==> config.mk <==
export PLATFORM = sky130hd
export DESIGN_NAME = fetch_unit
export DESIGN_NICKNAME = d
export VERILOG_FILES = /design/src/rtl/mips_fetch_pkg.sv /design/src/rtl/fetch_unit_pc_next.sv /design/src/rtl/fetch_unit.sv
export SDC_FILE = /design/constraint.sdc
export NUM_CORES = 1
export LEC_CHECK = 0
export CAP_MARGIN = 20
export CORE_UTILIZATION = 39
export DETAILED_ROUTE_END_ITERATION = 16
export PLACE_DENSITY = 0.73
export SKIP_LAST_GASP = 1
export SLEW_MARGIN = 25
export SYNTH_ARGS = -nofsm -noshare
export SYNTH_HDL_FRONTEND = slang
export SYNTH_SLANG_ARGS = --single-unit
==> constraint.sdc <==
create_clock -name clk -period 3.2 [get_ports clk]
set_input_delay 0.64 -clock clk [delete_from_list [all_inputs] [get_ports clk]]
set_output_delay 0.64 -clock clk [all_outputs]
set_load 0.05 [all_outputs]
==> src/rtl/mips_fetch_pkg.sv <==
// Shared types and helpers for the MIPS instruction-fetch stage.
// FSM state encoding, instruction size and the J-type target calculation.
package mips_fetch_pkg;

    typedef enum logic [1:0] {
        FETCH,
        VALID,
        ERR
    } fetch_state_t;

    localparam int unsigned INSTR_BYTES = 4;

    // J-type target: upper nibble of pc+4, 26-bit word index, word aligned.
    function automatic logic [31:0] jump_target(input logic [31:0] pcplus4,
                                                input logic [25:0] instr);
        return {pcplus4[31:28], instr, 2'b00};
    endfunction

endpackage

==> src/rtl/fetch_unit_pc_next.sv <==
// Next-PC selection for the fetch stage: jump beats branch beats pc+4.
// Purely combinational; the result is always word aligned.
import mips_fetch_pkg::*;

module pc_next (
    input  logic [31:0] pcplus4,
    input  logic [25:0] instr_index,
    input  logic [31:0] signimm,
    input  logic        pcsrc,
    input  logic        jump,
    output logic [31:0] nextpc
);

    localparam logic [31:0] ALIGN_MASK = 32'hFFFF_FFFC;

    logic [31:0] target;

    always_comb begin
        target = pcplus4;
        if (jump) begin
            target = jump_target(pcplus4, instr_index);
        end else if (pcsrc) begin
            target = pcplus4 + (signimm << 2);
        end
        nextpc = target & ALIGN_MASK;
    end

endmodule

==> src/rtl/fetch_unit.sv <==
// MIPS instruction-fetch stage: PC register, one-deep instruction register and
// memory handshake FSM. Optional retire counter enabled by FETCH_RETIRE_CNT_EN.
import mips_fetch_pkg::*;

module fetch_unit #(
    parameter logic [31:0] RESET_PC       = 32'h0040_0000,
    parameter int unsigned TIMEOUT_CYCLES = 255
) (
    input  logic        clk,
    input  logic        reset,
    output logic        imem_req,
    output logic [31:0] imem_addr,
    input  logic        imem_ready,
    input  logic [31:0] imem_rdata,
    output logic [31:0] instr,
    output logic        instr_valid,
    input  logic        instr_ack,
    input  logic        pcsrc,
    input  logic        jump,
    input  logic [31:0] signimm,
    output logic [31:0] pc,
    output logic [31:0] pcplus4,
    output logic        fetch_err
`ifdef FETCH_RETIRE_CNT_EN
    ,
    output logic [31:0] retire_count
`endif
);

    localparam logic [31:0] PC_INIT = RESET_PC & 32'hFFFF_FFFC;
    // Keep at least one bit so a disabled timeout still elaborates cleanly.
    localparam int unsigned CNT_W = (TIMEOUT_CYCLES > 0) ? $clog2(TIMEOUT_CYCLES + 1) : 1;
    localparam logic [CNT_W-1:0] TIMEOUT_VAL = CNT_W'(TIMEOUT_CYCLES);
    localparam logic [CNT_W-1:0] CNT_MAX = '1;

    fetch_state_t     state_q, state_d;
    logic [31:0]      pc_q, pc_d;
    logic [31:0]      instr_q, instr_d;
    logic [CNT_W-1:0] wait_q, wait_d;
    logic [31:0]      nextpc;

`ifdef FETCH_RETIRE_CNT_EN
    logic [31:0] retire_q, retire_d;
`endif

    pc_next u_pc_next (
        .pcplus4     (pcplus4),
        .instr_index (instr_q[25:0]),
        .signimm     (signimm),
        .pcsrc       (pcsrc),
        .jump        (jump),
        .nextpc      (nextpc)
    );

    always_comb begin
        state_d = state_q;
        pc_d    = pc_q;
        instr_d = instr_q;
        wait_d  = wait_q;
`ifdef FETCH_RETIRE_CNT_EN
        retire_d = retire_q;
`endif
        case (state_q)
            FETCH: begin
                if (imem_ready) begin
                    instr_d = imem_rdata;
                    wait_d  = '0;
                    state_d = VALID;
                end else begin
                    if (wait_q != CNT_MAX) begin
                        wait_d = wait_q + CNT_W'(1);
                    end
                    if ((TIMEOUT_CYCLES != 0) && (wait_d == TIMEOUT_VAL)) begin
                        state_d = ERR;
                    end
                end
            end
            VALID: begin
                if (instr_ack) begin
                    pc_d    = nextpc;
                    state_d = FETCH;
`ifdef FETCH_RETIRE_CNT_EN
                    retire_d = retire_q + 32'd1;
`endif
                end
            end
            ERR: begin
                state_d = ERR;
            end
            default: begin
                state_d = FETCH;
            end
        endcase
    end

    always_ff @(posedge clk or posedge reset) begin
        if (reset) begin
            state_q <= FETCH;
            pc_q    <= PC_INIT;
            instr_q <= '0;
            wait_q  <= '0;
        end else begin
            state_q <= state_d;
            pc_q    <= pc_d;
            instr_q <= instr_d;
            wait_q  <= wait_d;
        end
    end

`ifdef FETCH_RETIRE_CNT_EN
    always_ff @(posedge clk or posedge reset) begin
        if (reset) begin
            retire_q <= '0;
        end else begin
            retire_q <= retire_d;
        end
    end

    assign retire_count = retire_q;
`endif

    // Gate with reset so the request drops the instant reset is asserted.
    assign imem_req    = (state_q == FETCH) && !reset;
    assign imem_addr   = pc_q;
    assign instr       = instr_q;
    assign instr_valid = (state_q == VALID);
    assign fetch_err   = (state_q == ERR);
    assign pc          = pc_q;
    assign pcplus4     = pc_q + 32'(INSTR_BYTES);

endmodule

==> metrics.md <==
| Metric | Value |
|---|---|
| Post-Route WL | `21.19 mm` |
| Unrepaired setup endpoints after global routing | `yes` |
| Clock-pin slew on the worst setup and hold paths | `60 ps` |
| DP Wirelength | `16.56 mm` |
| 1st-iter DRT viols | `458` |
| WHS | `507.0 ps` |
| Peak Freq | `0.2918 GHz` |
| Worst-path maximum fanout | `4` |
| Residual DRC count | `0` |
| Post-synth top area share | `30.47%` |
| Register bit total from synthesis | `72` |
| Slew HR | `53.98%` |
| Setup CP Type | `reg -> reg` |
| WP data arrival | `3630 ps` |
| Final Util | `68.80%` |
| Synth area leaders | `dfrtp_1 30%, ha_1 7.9%, mux2_2 5.8%, a21oi_1 5.2%, xnor2_1 4.7%` |
| Rows | `44` |
| Comb pwr share | `75.8%` |
| Vias in the first global route | `6294` |
| Setup Viol. Count Final | `12` |
| Fin. Hold Viols | `0` |
| Die Ht | `124.3 µm` |
| Mean Syn Cell Area | `8.537 µm²` |
| Proportion of layout cells with a drive suffix above 1 | `33.26%` |
| Antenna violations before repair | `0` |
| Max Slew Vio Count | `0` |
| H-tree levels | `3` |
| CTS tree | `built` |
| Tcrit/Tclk final | `107.1%` |
| Tmin final | `3427 ps` |
| Register area share after synthesis | `30.92%` |
| Skew-Pair Late Insertion Delay | `330 ps` |
| Root Buffer | `clkbuf_16` |
| Synth Instances | `683` |
| Hold Crit Class | `reg -> reg` |
| Area Growth Syn to Fin | `71.50%` |
| Hold_buf cts | `0` |
| TritonCTS Buffers | `9` |
| Cell Pwr Density | `1089 mW/mm²` |
| Ys async rst share | `100.0%` |
| Gr ovfl total | `0` |
| Hold path start | `instr[28]$_DFFE_PP0P_` |
| Clock network power share | `10.3%` |
| Netlist Area Pre-Place | `0.005831 mm²` |
| Buffers on Ports | `192` |
| Total Routing Usage GR | `26.85%` |
| CP Launch Type | `flip-flop` |
| Largest family of logic cells by synthesized area | `compound AO/OA/AOI/OAI gates` |
| Sw Pwr | `5.530 mW` |
| DR pass1 iterations | `5` |
| Leak pwr | `4.380 nW` |
| Critical Path Start | `imem_addr[2]$_DFFE_PP0P_` |
| Multiplexer share of the synthesized area | `6.652%` |
| Synth unique cells | `59` |
| Adder-cell share of the synthesized area | `8.283%` |
| Failing checks | `negative setup slack` |
| Synth Area in Compound Gates | `22.47%` |
| Status | `complete, but fails checks` |
| Number of placed cells counting well taps | `1133` |
| Worst endpoint required time | `3400 ps` |
| Total power | `10.89 mW` |
| Global-route wire length before repair | `33.26 mm` |
| Int Pwr | `5.359 mW` |
| Final cell count without fillers | `1158` |
| Chip width | `124.3 µm` |
| XOR/XNOR Fraction of Synth Area | `7.210%` |
| Setup ws final | `-226.7 ps` |
| N_diodes | `0` |
| GP Congestion | `0.9684` |
| Synth Flop Type | `dfrtp_1` |
| Switching share of total power | `50.78%` |
| Vias | `6456` |
| Initial Util | `40.12%` |
| DR vias/cell | `5.575` |
| Largest net degree at the start of global routing | `49` |
| Maxcap violations | `0` |
| Core Area | `0.01453 mm²` |
| Sink Count | `72` |
| CTS max path bufs | `2` |
| EDFF count, synth | `0` |
| Antenna viol nets, final | `0` |
| Flop pwr share | `13.9%` |
| Yosys top cell by area | `dfrtp_1` |
| Pre-CTS setup slack | `-217.7 ps` |
| Nets | `1077` |
| Yosys synthesis warning count | `0` |
| Simple-gate share of the synthesized area | `16.67%` |
| Io pins | `201` |
| DIE AREA | `0.01544 mm²` |
| Critical R2R Launch | `imem_addr[2]$_DFFE_PP0P_` |
| Clock skew | `6.744 ps` |
| CP Capture Type | `flip-flop` |
| Drt wl/cell | `18.29 µm` |
| Slew @ Worst Pin | `687.7 ps` |
| Max rail drop VDD | `0.0005912 V` |
[cell usage after synthesis (3+ instances only)]
master	n
a211oi_1	10
o21bai_1	10
inv_1	17
o211ai_1	9
and4_1	4
nor2_1	50
dfrtp_1	71
or3_1	6
a221oi_1	5
a31oi_1	8
ha_1	37
nor2b_1	3
o31ai_1	4
or2_2	3
nand3_1	20
nand2_1	60
a31o_2	3
a21oi_1	61
buf_1	4
xor2_1	17
a211o_1	3
o22ai_1	7
xnor2_1	31
a21o_1	19
a311oi_1	4
nand4_1	16
o21ai_0	29
mux2_2	30
o21ai_1	11
and3_1	15
nor3_1	12
buf_4	36
mux2i_1	5
a32oi_1	4
clkbuf_1	26
and2_1	6
[layer usage]
layer  up-vias  part of all wire (%)  global-route usage, %
li1       3031                     -                      -
met4         0                   2.3                  8.434
met3        35                   7.8                  5.842
met2       275                    45                  40.85
met1      3115                    45                  37.83
met5         -                     0                      0
[stage by stage]
stage | area [µm²] | setup TNS, ps
CTS | 9827 | -1276
global placement | 9293 | -2037
global route | 10000 | -3837
finish | 10000 | -1545
floorplan | 6390 | -6770
detailed placement | 9293 | -2711
[cell families after synthesis]
group / count (synthesis)
AOI/OAI and AO/OA: 203
xor gates and xnor gates: 48
adders and majority gates: 38
buffers and inverters: 84
DFF: 72
muxes: 35
other: 1
and+or+nand+nor: 202
[worst paths after layout]
check | to | slack (ps) | cells past startpoint
max | imem_addr[31]$_DFFE_PP0P_ | -230 | 14
min | instr[28]$_DFFE_PP0P_ | 510 | 1
max reg2reg | imem_addr[31]$_DFFE_PP0P_ | -230 | 14
min reg2reg | instr[28]$_DFFE_PP0P_ | 510 | 1
max in group asynchronous | imem_addr[4]$_DFFE_PP0P_ | 1820 | 3
min in group asynchronous | state_q[1]$_DFFE_PP0P_ | 710 | 2
[state kept, by name, indices dropped and copies added (netlist names)]
signal	flops
state_q	2
wait_q	8
imem_addr	30
instr	32
[layout by cell type (no fill, tap or decap), drive strengths merged, types with 6 or more instances in the layout]
cell type | synthesis | final
and3 | 15 | 15
nor3 | 14 | 14
nor2 | 50 | 50
a211oi | 10 | 10
mux2 | 30 | 30
o21ai | 42 | 42
a21o | 19 | 19
o211ai | 9 | 9
nand3 | 20 | 20
and2 | 6 | 6
buf | 40 | 162
clkbuf | 26 | 12
a21oi | 61 | 61
ha | 37 | 37
clkdlybuf4s50 | 0 | 172
conb | 1 | 6
a31oi | 9 | 9
or3 | 7 | 7
o21bai | 10 | 10
nand2 | 60 | 60
inv | 17 | 17
xnor2 | 31 | 31
dfrtp | 71 | 71
xor2 | 17 | 17
o22ai | 7 | 7
nand4 | 16 | 16
[worst max-delay path, stage by stage, from the launching register on]
cell      delay, ps
dfrtp_2         400
ha_4            160
nand2_4          60
or3_4           400
nor2_2          190
and4_2          300
xor2_4           90
ha_4            290
nand3_1         180
nor2_1          340
a211oi_2        140
buf_4           160
a211o_1         350
nand4_1         110
o211ai_1        100
[area by class of cell]
cell class	count	area (µm²)
Multi-Input combinational cell	532	4392
Fill cell	1154	4534
Tap cell	184	230.2
Inverter	18	67.56
Sequential cell	72	1823
Clock inverter	4	75.07
Timing Repair Buffer	336	3146
Clock buffer	12	266.5
[power by group through the flow]
stage               clock (mW)  sequential [mW]  combinational, mW
floorplan                    0             2.55               3.86
global placement             0             1.50               7.71
detailed placement           0             1.52               7.80
CTS                       1.13             1.50               8.04
global route              1.17             1.55               8.66
finish                    1.12             1.51               8.26
[repair_timing]
action / 4_1_cts / 5_1_grt
pin swaps: 15 / 12
endpoints found under the setup margin: 14 / 25
gates resized for setup: 26 / 31
buffers inserted: 7 / 3
Power figures use the tool's default switching activity.
